--- src/rtl/seg7_pkg.sv ---
// -----------------------------------------------------------------------------
// seg7_pkg
// Shared definitions for the seven-segment scan capture block:
//   - active-low segment patterns {g,f,e,d,c,b,a} for hex digits 0..F and blank
//   - FSM state encoding of the scan capture engine
//   - digit count and helpers that interpret the active-low digit enables
// -----------------------------------------------------------------------------
package seg7_pkg;

    localparam int NUM_DIGITS = 4;

    // All digit enables inactive (active-low).
    localparam logic [NUM_DIGITS-1:0] AN_NONE = 4'hF;

    // Active-low segment patterns, bit order {g,f,e,d,c,b,a}.
    localparam logic [6:0] PAT_0     = 7'h40;
    localparam logic [6:0] PAT_1     = 7'h79;
    localparam logic [6:0] PAT_2     = 7'h24;
    localparam logic [6:0] PAT_3     = 7'h30;
    localparam logic [6:0] PAT_4     = 7'h19;
    localparam logic [6:0] PAT_5     = 7'h12;
    localparam logic [6:0] PAT_6     = 7'h02;
    localparam logic [6:0] PAT_7     = 7'h78;
    localparam logic [6:0] PAT_8     = 7'h00;
    localparam logic [6:0] PAT_9     = 7'h10;
    localparam logic [6:0] PAT_A     = 7'h08;
    localparam logic [6:0] PAT_B     = 7'h03;
    localparam logic [6:0] PAT_C     = 7'h46;
    localparam logic [6:0] PAT_D     = 7'h21;
    localparam logic [6:0] PAT_E     = 7'h06;
    localparam logic [6:0] PAT_F     = 7'h0E;
    localparam logic [6:0] PAT_BLANK = 7'h7F;

    // IDLE: no digit enabled; SETTLE: waiting for a stable window;
    // HELD: captured, waiting for the next change of an/seg.
    typedef enum logic [1:0] {
        IDLE   = 2'd0,
        SETTLE = 2'd1,
        HELD   = 2'd2
    } state_t;

    // True when exactly one active-low enable is asserted.
    function automatic logic single_digit(input logic [NUM_DIGITS-1:0] an);
        logic [NUM_DIGITS-1:0] sel;
        sel = ~an;
        return (sel != '0) && ((sel & (sel - 1'b1)) == '0);
    endfunction

    // Index of the (lowest) asserted active-low enable.
    function automatic logic [1:0] digit_index(input logic [NUM_DIGITS-1:0] an);
        logic [1:0] idx;
        idx = 2'd0;
        for (int i = NUM_DIGITS - 1; i >= 0; i--) begin
            if (!an[i]) idx = 2'(i);
        end
        return idx;
    endfunction

endpackage

--- src/rtl/seg7_pattern_decode.sv ---
// -----------------------------------------------------------------------------
// seg7_pattern_decode
// Combinational decode of an active-low seven-segment pattern to a hex value.
// Ports:
//   seg      [6:0] in  : active-low segments {g,f,e,d,c,b,a}
//   value    [3:0] out : decoded hex value (0 when blank or undecodable)
//   is_blank       out : all segments off
//   valid          out : pattern is one of the 16 hex glyphs or blank
// -----------------------------------------------------------------------------
module seg7_pattern_decode
    import seg7_pkg::*;
(
    input  logic [6:0] seg,
    output logic [3:0] value,
    output logic       is_blank,
    output logic       valid
);

    always_comb begin
        // NOTE: every output gets a default before the case so no path
        // leaves a value unassigned, which would otherwise infer a latch.
        value    = 4'h0;
        is_blank = 1'b0;
        valid    = 1'b1;
        case (seg)
            PAT_0:     value = 4'h0;
            PAT_1:     value = 4'h1;
            PAT_2:     value = 4'h2;
            PAT_3:     value = 4'h3;
            PAT_4:     value = 4'h4;
            PAT_5:     value = 4'h5;
            PAT_6:     value = 4'h6;
            PAT_7:     value = 4'h7;
            PAT_8:     value = 4'h8;
            PAT_9:     value = 4'h9;
            PAT_A:     value = 4'hA;
            PAT_B:     value = 4'hB;
            PAT_C:     value = 4'hC;
            PAT_D:     value = 4'hD;
            PAT_E:     value = 4'hE;
            PAT_F:     value = 4'hF;
            PAT_BLANK: is_blank = 1'b1;
            default:   valid = 1'b0;
        endcase
    end

endmodule

--- src/rtl/seg7_scan_capture.sv ---
// -----------------------------------------------------------------------------
// seg7_scan_capture
// Observes a multiplexed 4-digit seven-segment display bus and reconstructs
// the displayed hex digits. A digit is captured once its an/seg value has been
// stable for STABLE_CYCLES registered samples (STABLE_CYCLES must be >= 2).
// Parameters:
//   STABLE_CYCLES  : identical samples required before a capture
//   TIMEOUT_CYCLES : cycles without capture before stale is raised
// Ports:
//   clk              in  : clock, rising edge
//   rst              in  : asynchronous active-high reset
//   an         [3:0] in  : active-low digit enables, bit i = digit i
//   seg        [7:0] in  : active-low segments {dp,g,f,e,d,c,b,a}
//   digit     [15:0] out : captured hex values, digit i in [4i+3:4i]
//   dp         [3:0] out : captured decimal points, active-high
//   blank      [3:0] out : digit i last captured with all segments off
//   frame_done       out : pulse when all four digits captured since last pulse
//   err              out : pulse on a capture with several digits enabled or
//                          an undecodable pattern
//   stale            out : no capture for TIMEOUT_CYCLES cycles
// -----------------------------------------------------------------------------
module seg7_scan_capture
    import seg7_pkg::*;
#(
    parameter int STABLE_CYCLES  = 4,
    parameter int TIMEOUT_CYCLES = 65536
) (
    input  logic        clk,
    input  logic        rst,
    input  logic [3:0]  an,
    input  logic [7:0]  seg,
    output logic [15:0] digit,
    output logic [3:0]  dp,
    output logic [3:0]  blank,
    output logic        frame_done,
    output logic        err,
    output logic        stale
);

    localparam int SCW = $clog2(STABLE_CYCLES + 1);
    localparam int TW  = $clog2(TIMEOUT_CYCLES + 1);
    localparam logic [SCW-1:0] STABLE_LAST = SCW'(STABLE_CYCLES - 1);
    localparam logic [TW-1:0]  TIMEOUT_MAX = TW'(TIMEOUT_CYCLES);

    state_t         state;
    logic [3:0]     an_q;       // input register
    logic [7:0]     seg_q;
    logic [3:0]     an_l;       // previous registered sample, for change detect
    logic [7:0]     seg_l;
    logic [SCW-1:0] stab_cnt;   // samples the current value has been held
    logic [TW-1:0]  tmo_cnt;
    logic [3:0]     seen;

    logic [3:0]     dec_value;
    logic           dec_blank;
    logic           dec_valid;
    logic           changed;
    logic           capture;
    logic           legal;
    logic [1:0]     idx;
    logic [3:0]     seen_next;
    logic [TW-1:0]  tmo_next;

    seg7_pattern_decode u_decode (
        .seg      (seg_q[6:0]),
        .value    (dec_value),
        .is_blank (dec_blank),
        .valid    (dec_valid)
    );

    assign changed = {an_q, seg_q} != {an_l, seg_l};
    // A change on the completing cycle wins, so that window yields no capture.
    assign capture = (state == SETTLE) && !changed && (stab_cnt == STABLE_LAST);
    assign legal   = single_digit(an_q) && dec_valid;
    assign idx     = digit_index(an_q);
    assign seen_next = seen | (4'b0001 << idx);
    assign tmo_next  = (tmo_cnt == TIMEOUT_MAX) ? tmo_cnt : tmo_cnt + 1'b1;

    // NOTE: all state here uses non-blocking assignments so every register
    // samples the pre-edge values, regardless of statement order.
    always_ff @(posedge clk or posedge rst) begin
        if (rst) begin
            // Input registers reset to the "nothing displayed" value so the
            // first real sample after release counts as a change and starts
            // a full stability window.
            an_q       <= AN_NONE;
            seg_q      <= 8'hFF;
            an_l       <= AN_NONE;
            seg_l      <= 8'hFF;
            state      <= IDLE;
            stab_cnt   <= '0;
            tmo_cnt    <= '0;
            seen       <= '0;
            digit      <= '0;
            dp         <= '0;
            blank      <= '0;
            frame_done <= 1'b0;
            err        <= 1'b0;
            stale      <= 1'b0;
        end else begin
            an_q       <= an;
            seg_q      <= seg;
            an_l       <= an_q;
            seg_l      <= seg_q;
            frame_done <= 1'b0;
            err        <= 1'b0;

            // Stability FSM. The changed sample itself is the first sample
            // of the new window, hence the restart value of 1.
            if (changed) begin
                stab_cnt <= SCW'(1);
                state    <= (an_q == AN_NONE) ? IDLE : SETTLE;
            end else begin
                case (state)
                    SETTLE: begin
                        if (stab_cnt == STABLE_LAST) state <= HELD;
                        else                         stab_cnt <= stab_cnt + 1'b1;
                    end
                    IDLE:    state <= IDLE;
                    HELD:    state <= HELD;
                    default: state <= IDLE;
                endcase
            end

            // Capture and timeout.
            if (capture) begin
                tmo_cnt <= '0;
                stale   <= 1'b0;
                if (legal) begin
                    if (!dec_blank) digit[{idx, 2'b00} +: 4] <= dec_value;
                    dp[idx]    <= ~seg_q[7];
                    blank[idx] <= dec_blank;
                    if (seen_next == 4'hF) begin
                        frame_done <= 1'b1;
                        seen       <= '0;
                    end else begin
                        seen <= seen_next;
                    end
                end else begin
                    err <= 1'b1;
                end
            end else begin
                tmo_cnt <= tmo_next;
                stale   <= (tmo_next == TIMEOUT_MAX);
            end
        end
    end

endmodule

--- config.mk ---
export PLATFORM = sky130hd
export DESIGN_NAME = seg7_scan_capture
export DESIGN_NICKNAME = d
export VERILOG_FILES = /design/src/rtl/seg7_pkg.sv /design/src/rtl/seg7_pattern_decode.sv /design/src/rtl/seg7_scan_capture.sv
export SDC_FILE = /design/constraint.sdc
export NUM_CORES = 1
export LEC_CHECK = 0
export ABC_AREA = 1
export CAP_MARGIN = 20
export CORE_MARGIN = 1.5
export CORE_UTILIZATION = 30
export CTS_CLUSTER_DIAMETER = 80
export DETAILED_ROUTE_END_ITERATION = 8
export PLACE_DENSITY = 0.55
export RECOVER_POWER = 100
export SKIP_LAST_GASP = 1
export SLEW_MARGIN = 25
export SYNTH_ARGS = -nofsm -noshare
export SYNTH_HDL_FRONTEND = slang
export SYNTH_HIERARCHICAL = 1
export SYNTH_SLANG_ARGS = --single-unit
--- constraint.sdc ---
create_clock -name clk -period 4.3 [get_ports clk]
set_input_delay 0.86 -clock clk [delete_from_list [all_inputs] [get_ports clk]]
set_output_delay 0.86 -clock clk [all_outputs]
set_load 0.01 [all_outputs]
==> impl_metrics.tcl, run 1 <==
set metrics [dict create \
    cts_buffer_depth 2 \
    required_ns 4.51 \
    cts_tree "done" \
    gr-usage-met1 0.188 \
    grt_pass1_vias 3480 \
    synth_warnings 6 \
    relSlewSlack -0.286 \
    worstReg2RegEnd "dp[0]" \
    setup-tns-final_ns 0 \
    setup_viol 0 \
    finalPower_mw 1.60 \
    worstPathArrival_ns 3.32 \
    hold_violations 0 \
    hold_end "an_l[0]" \
    reg2reg_slack_ns 1.19 \
    drt-total-wl_mm 9.46 \
    drt_pass1_iterations 5 \
    worstHoldStart "an_q[0]" \
    areaGrowthSynthToFinish_pct 20.7 \
    start_kind "register" \
    die-area_sq_mm 0.0146 \
    fmax_mhz 322 \
    cts_resized 0 \
    clock_sinks 77 \
    via_per_inst 4.49 \
    grt_max_degree 78 \
    first_iter_violations 116 \
    holdBufCountCts 0 \
    coreArea_sq_mm 0.0134 \
    critical_path_class "register to register" \
    drive_gt1_frac 0.0672 \
    cts_root_buffer "clkbuf_16" \
    cts-buffers-inserted 9 \
    post-cts-setup-buffers 0 \
    worst-r2r-cell-count 8 \
    insertion_delay_ns 0.34 \
    synthCells 545 \
    power_density_mw_per_mm2 319 \
    final.min_clock_period_ns 3.11 \
    worst_slew_pin_slew_ns 1.93 \
    crit_fanout 24 \
    hold_path.class "register to register" \
    synth_seq_area_share 0.471 \
    drc 0 \
    final_common_cell "nand2_1" \
    drv_cap 1 \
    grt_overflow 0 \
    clk_pin_slew_ns 0.07 \
    htree_levels 3 \
    p_leak_nw 2.67 \
    start_util 0.310 \
    end_kind "register" \
    busiest_layer "met2" \
    ys_types 30 \
    std_cell_rows 42 \
    skew_ns 0.0123 \
    timing.rr.start "seg_q[7]" \
    run_status "complete, but fails checks" \
    hpwl_mm 6.91 \
    holdPathStages 0 \
    diodes 0 \
    synth_seq_cells 77 \
    violations "capacitance limit, slew limit" \
    rsz0062_at_grt "no" \
    use_met2 0.231 \
    portBuffers 40 \
    die_y_um 121 \
    synth.net_count 572 \
    die_w_um 121 \
    avgRoutedWirePerCell_um 12.3 \
    netlist_area_sq_mm 0.00415 \
    grt_antenna_before_repair 0 \
    grt_pass1_wl_mm 16.5 \
    maxSlewViolCount 78 \
    synth.avg_cell_area_sq_um 7.62 \
    grt_usage 0.144 \
    period_share 0.723 \
    ant_nets 0 \
    grt_use_met3 0.0382 \
    vias 3461 \
    vdd_drop_max_mv 0.198 \
    place_congestion 0.888 \
    mostFrequentLayoutCells "163 x nand2_1, 89 x inv_1, 70 x nor2_1" \
    io_pins 41 \
    nets 617 \
]
[cells by family (layout without fill, tap and decap cells)]
kind of cell / after synthesis / in the layout / synth area share
and+or+nand+nor: 317 / 317 / 0.332
AOI/OAI and AO/OA: 23 / 23 / 0.0316
xor gates and xnor gates: 15 / 15 / 0.0316
buffers and inverters: 100 / 150 / 0.0949
adders and majority gates: 13 / 13 / 0.0392
DFF: 77 / 77 / 0.471
[area by class of cell]
cell class | count | area [sq um]
clock buffers | 14 | 285
clock inverters | 2 | 15.0
fillers | 1442 | 8390
inverters | 93 | 349
multi-input cells | 368 | 1780
flip-flops and latches | 77 | 1960
well taps | 176 | 220
repair buffers | 41 | 405
[state kept, by name (all words and copies together), names as in the netlist, 2 cells and up]
name and count:
digit 16, stab_cnt 3, dp 4, an_l 4
seg_l 8, seg_q 8, an_q 4, state 2
tmo_cnt 17, seen 4, blank 4
[how the worst max path moves through the flow]
stage	end	from
2_1_floorplan	blank[0]	rst
3_3_place_gp	digit[10]	an_q[2]
3_5_place_dp	digit[8]	an_q[2]
4_1_cts	digit[8]	an_q[2]
5_1_grt	dp[0]	seg_q[1]
6_report	dp[0]	seg_q[7]
[critical path, stage by stage, from the launching register on]
cell	delay, ns
dfstp_1	0.68
xnor2_1	0.20
nand2_1	0.08
nor2_1	0.14
nand4_1	0.74
nor2_4	0.75
nand2_1	0.21
nand2_1	0.09
o21ai_0	0.08
[cell usage after synthesis]
library cell  instances  share of area
nor3_2                1         0.0024
nand4_1              25          0.038
nand4_4               1         0.0051
a21oi_1               6         0.0072
or2_2                 1         0.0015
o21ai_0               6         0.0072
nor4_1                4         0.0060
nor3_1                2         0.0024
xnor2_1               6          0.013
dfstp_2              24           0.15
o22ai_1               2         0.0030
nand3_1              38          0.046
xor2_1                9          0.019
inv_2                 2         0.0018
buf_6                 2         0.0054
o221ai_1              2         0.0042
a21oi_2               1         0.0021
nor2_1               70          0.063
nor2_4                1         0.0027
nand2_1             163           0.15
nand3b_1              3         0.0054
dfrtp_1              53           0.32
ha_1                 13          0.039
o21a_1                1         0.0018
o21ai_1               5         0.0060
clkinv_1              1        0.00090
buf_2                 3         0.0036
nor2_2                8          0.012
clkbuf_1              2         0.0018
inv_1                90          0.081
[stage by stage]
step | area (sq um) | std cells | hold slack [ns] | setup WS, ns | util
final | 5010 | 771 | 0.414 | 1.19 | 0.374
after floorplan | 4150 | 545 | 0.374 | 1.51 | -
after global routing | 5010 | 771 | 0.435 | 0.774 | 0.374
after global placement | 4740 | 755 | 0.383 | 1.69 | 0.354
after detailed placement | 4740 | 755 | 0.383 | 1.63 | 0.354
after CTS | 5040 | 771 | 0.395 | 1.63 | 0.376
[metal layers]
metal	up-vias	share of wire
met5	-	0
met4	0	0.019
met3	16	0.035
met2	56	0.46
met1	1606	0.48
li1	1783	-
[power breakdown]
| part | internal, mW | switching [mW] |
|---|---|---|
| logic | 0.0287 | 0.0588 |
| registers | 0.744 | 0.0142 |
| clock network | 0.460 | 0.296 |
No activity file was read; power rests on OpenSTA's default activity.
==> run 2: changes to the inputs <==
PLACE_DENSITY = 0.57   (was 0.55)
clock period = 2.72 ns   (was 4.3 ns; I/O delays follow)
==> impl_metrics.tcl, run 2 (synthesis gave the netlist of run 1 again) <==
set metrics [dict create \
    period_share 0.907 \
    areaGrowthSynthToFinish_pct 21.6 \
    grt_max_degree 43 \
    multi_input_area_sq_mm 0.00181 \
    grt_usage 0.143 \
    die-area_sq_mm 0.0146 \
    drive_gt1_frac 0.0815 \
    cts_buffer_depth 2 \
    cts_tree "done" \
    final_common_cell "nand2_1" \
    worst-r2r-cell-count 8 \
    coreArea_sq_mm 0.0134 \
    drc 0 \
    hpwl_mm 7.18 \
    setup-tns-final_ns 0 \
    hold_end "an_l[3]" \
    die_w_um 121 \
    cp_common_cell "nand2_1" \
    rsz0062_at_grt "no" \
    critical_path_class "register to register" \
    die_y_um 121 \
    worstReg2RegEnd "digit[8]" \
    start_util 0.310 \
    cts_root_buffer "clkbuf_16" \
    worstPathArrival_ns 2.74 \
    reg2reg_slack_ns 0.25 \
    std_cell_rows 42 \
    run_status "complete, no violations" \
    dp_slack_ns 0.212 \
    grt_overflow 0 \
    first_iter_violations 183 \
    clock_sinks 77 \
    largest_reg_flops 17 \
    instances_no_fill 777 \
    vias 3500 \
    holdBufCountCts 0 \
    cts-buffers-inserted 9 \
    nets 623 \
    p_leak_nw 2.69 \
    avgRoutedWirePerCell_um 12.4 \
    drv_cap 0 \
    maxSlewViolCount 0 \
    start_kind "register" \
    required_ns 3.00 \
    end_kind "register" \
    regMostFlops "tmo_cnt" \
    crit_chain "nand2_1 > a21oi_1 > inv_1 > ha_1 > clkinv_1 > nor4_1 > nand4_1 > nand2_1" \
    place_congestion 0.910 \
    drt-total-wl_mm 9.64 \
    crit_fanout 9 \
    via_per_inst 4.50 \
    setup_viol 0 \
    setup_slack_ns 0.253 \
    fillers 1405 \
    reg.largest.list "tmo_cnt x17, digit x16" \
    io_pins 41 \
    relSlewSlack 0.306 \
    ant_nets 0 \
    vdd_drop_max_mv 0.370 \
    skew_ns 0.00703 \
    final.min_clock_period_ns 2.47 \
    timing.rr.start "an_q[1]" \
    crit_slowest_cell "dfstp_1" \
    place_inst 760 \
    slowest_delay_ns 0.64 \
    drt_pass1_iterations 4 \
    insertion_delay_ns 0.34 \
    grt_pass1_vias 3476 \
    hold_path.class "register to register" \
    mostFrequentLayoutCells "163 x nand2_1, 90 x inv_1, 71 x nor2_1" \
    hold_violations 0 \
    clk_pin_slew_ns 0.06 \
    diodes 0 \
    worstHoldStart "an_q[3]" \
    area.sequential_sq_mm 0.00196 \
    grt_antenna_before_repair 0 \
    holdPathStages 0 \
    power_density_mw_per_mm2 496 \
    grt_pass1_wl_mm 16.4 \
    fmax_mhz 405 \
    portBuffers 40 \
    worst_slew_pin_slew_ns 1.04 \
    final_util 0.377 \
    htree_levels 3 \
]
-- run 2: area by class of cell --
class,instances,share of cell area
multi-input combinational,369,0.358
sequential,77,0.387
tap,176,0.0436
clock buffer,11,0.0461
inverter,93,0.0691
clock inverter,5,0.0102
timing repair buffer,46,0.0862
-- run 2: routing by layer --
metal | share of wire | GRT usage
met1 | 0.47 | 0.176
met2 | 0.47 | 0.235
met3 | 0.044 | 0.0467
met4 | 0.020 | 0.0463
met5 | 0 | 0
-- run 2: critical path, delay by kind of cell, from the launching register on --
kind                     cells  cell delay (ns)
AND/OR/NAND/NOR              4             0.79
flip-flops                   1             0.64
AO/OA/AOI/OAI                1             0.20
adder cells (fa/ha/maj)      1             0.40
buffers and inverters        2             0.38
-- run 2: what timing repair did --
action	in CTS	in global routing
endpoints found under the setup margin	0	10
setup buffers	0	0
endpoints found under the hold margin	0	0
gates resized for setup	0	0
-- run 2: stage by stage --
| stage | hold WS, ns | area, sq um | total power, mW |
|---|---|---|---|
| final | 0.401 | 5050 | 2.51 |
| after detailed placement | 0.394 | 4790 | 1.38 |
| after CTS | 0.403 | 5070 | 2.56 |
| after global routing | 0.418 | 5050 | 2.62 |
| after floorplan | 0.374 | 4150 | 1.31 |
| after global placement | 0.388 | 4790 | 1.38 |
-- run 2: how the worst max path moves through the flow --
stage	slack (ns)	cells past startpoint	startpoint	endpoint
4_1_cts	0.19	15	seg_q[0]	dp[1]
6_report	0.25	8	an_q[1]	digit[8]
2_1_floorplan	0.25	1	rst	blank[0]
5_1_grt	0.03	12	seg_q[4]	digit[9]
3_5_place_dp	0.21	15	seg_q[0]	dp[1]
3_3_place_gp	0.20	15	seg_q[0]	dp[2]
-- run 2: report_power, final --
part / switching (mW) / leakage, nW / internal [mW] / total (mW)
clock: 0.459 / 0.137 / 0.704 / 1.16
sequential: 0.0229 / 0.965 / 1.18 / 1.20
combinational: 0.0948 / 1.59 / 0.0484 / 0.143
total: 0.577 / 2.69 / 1.93 / 2.51
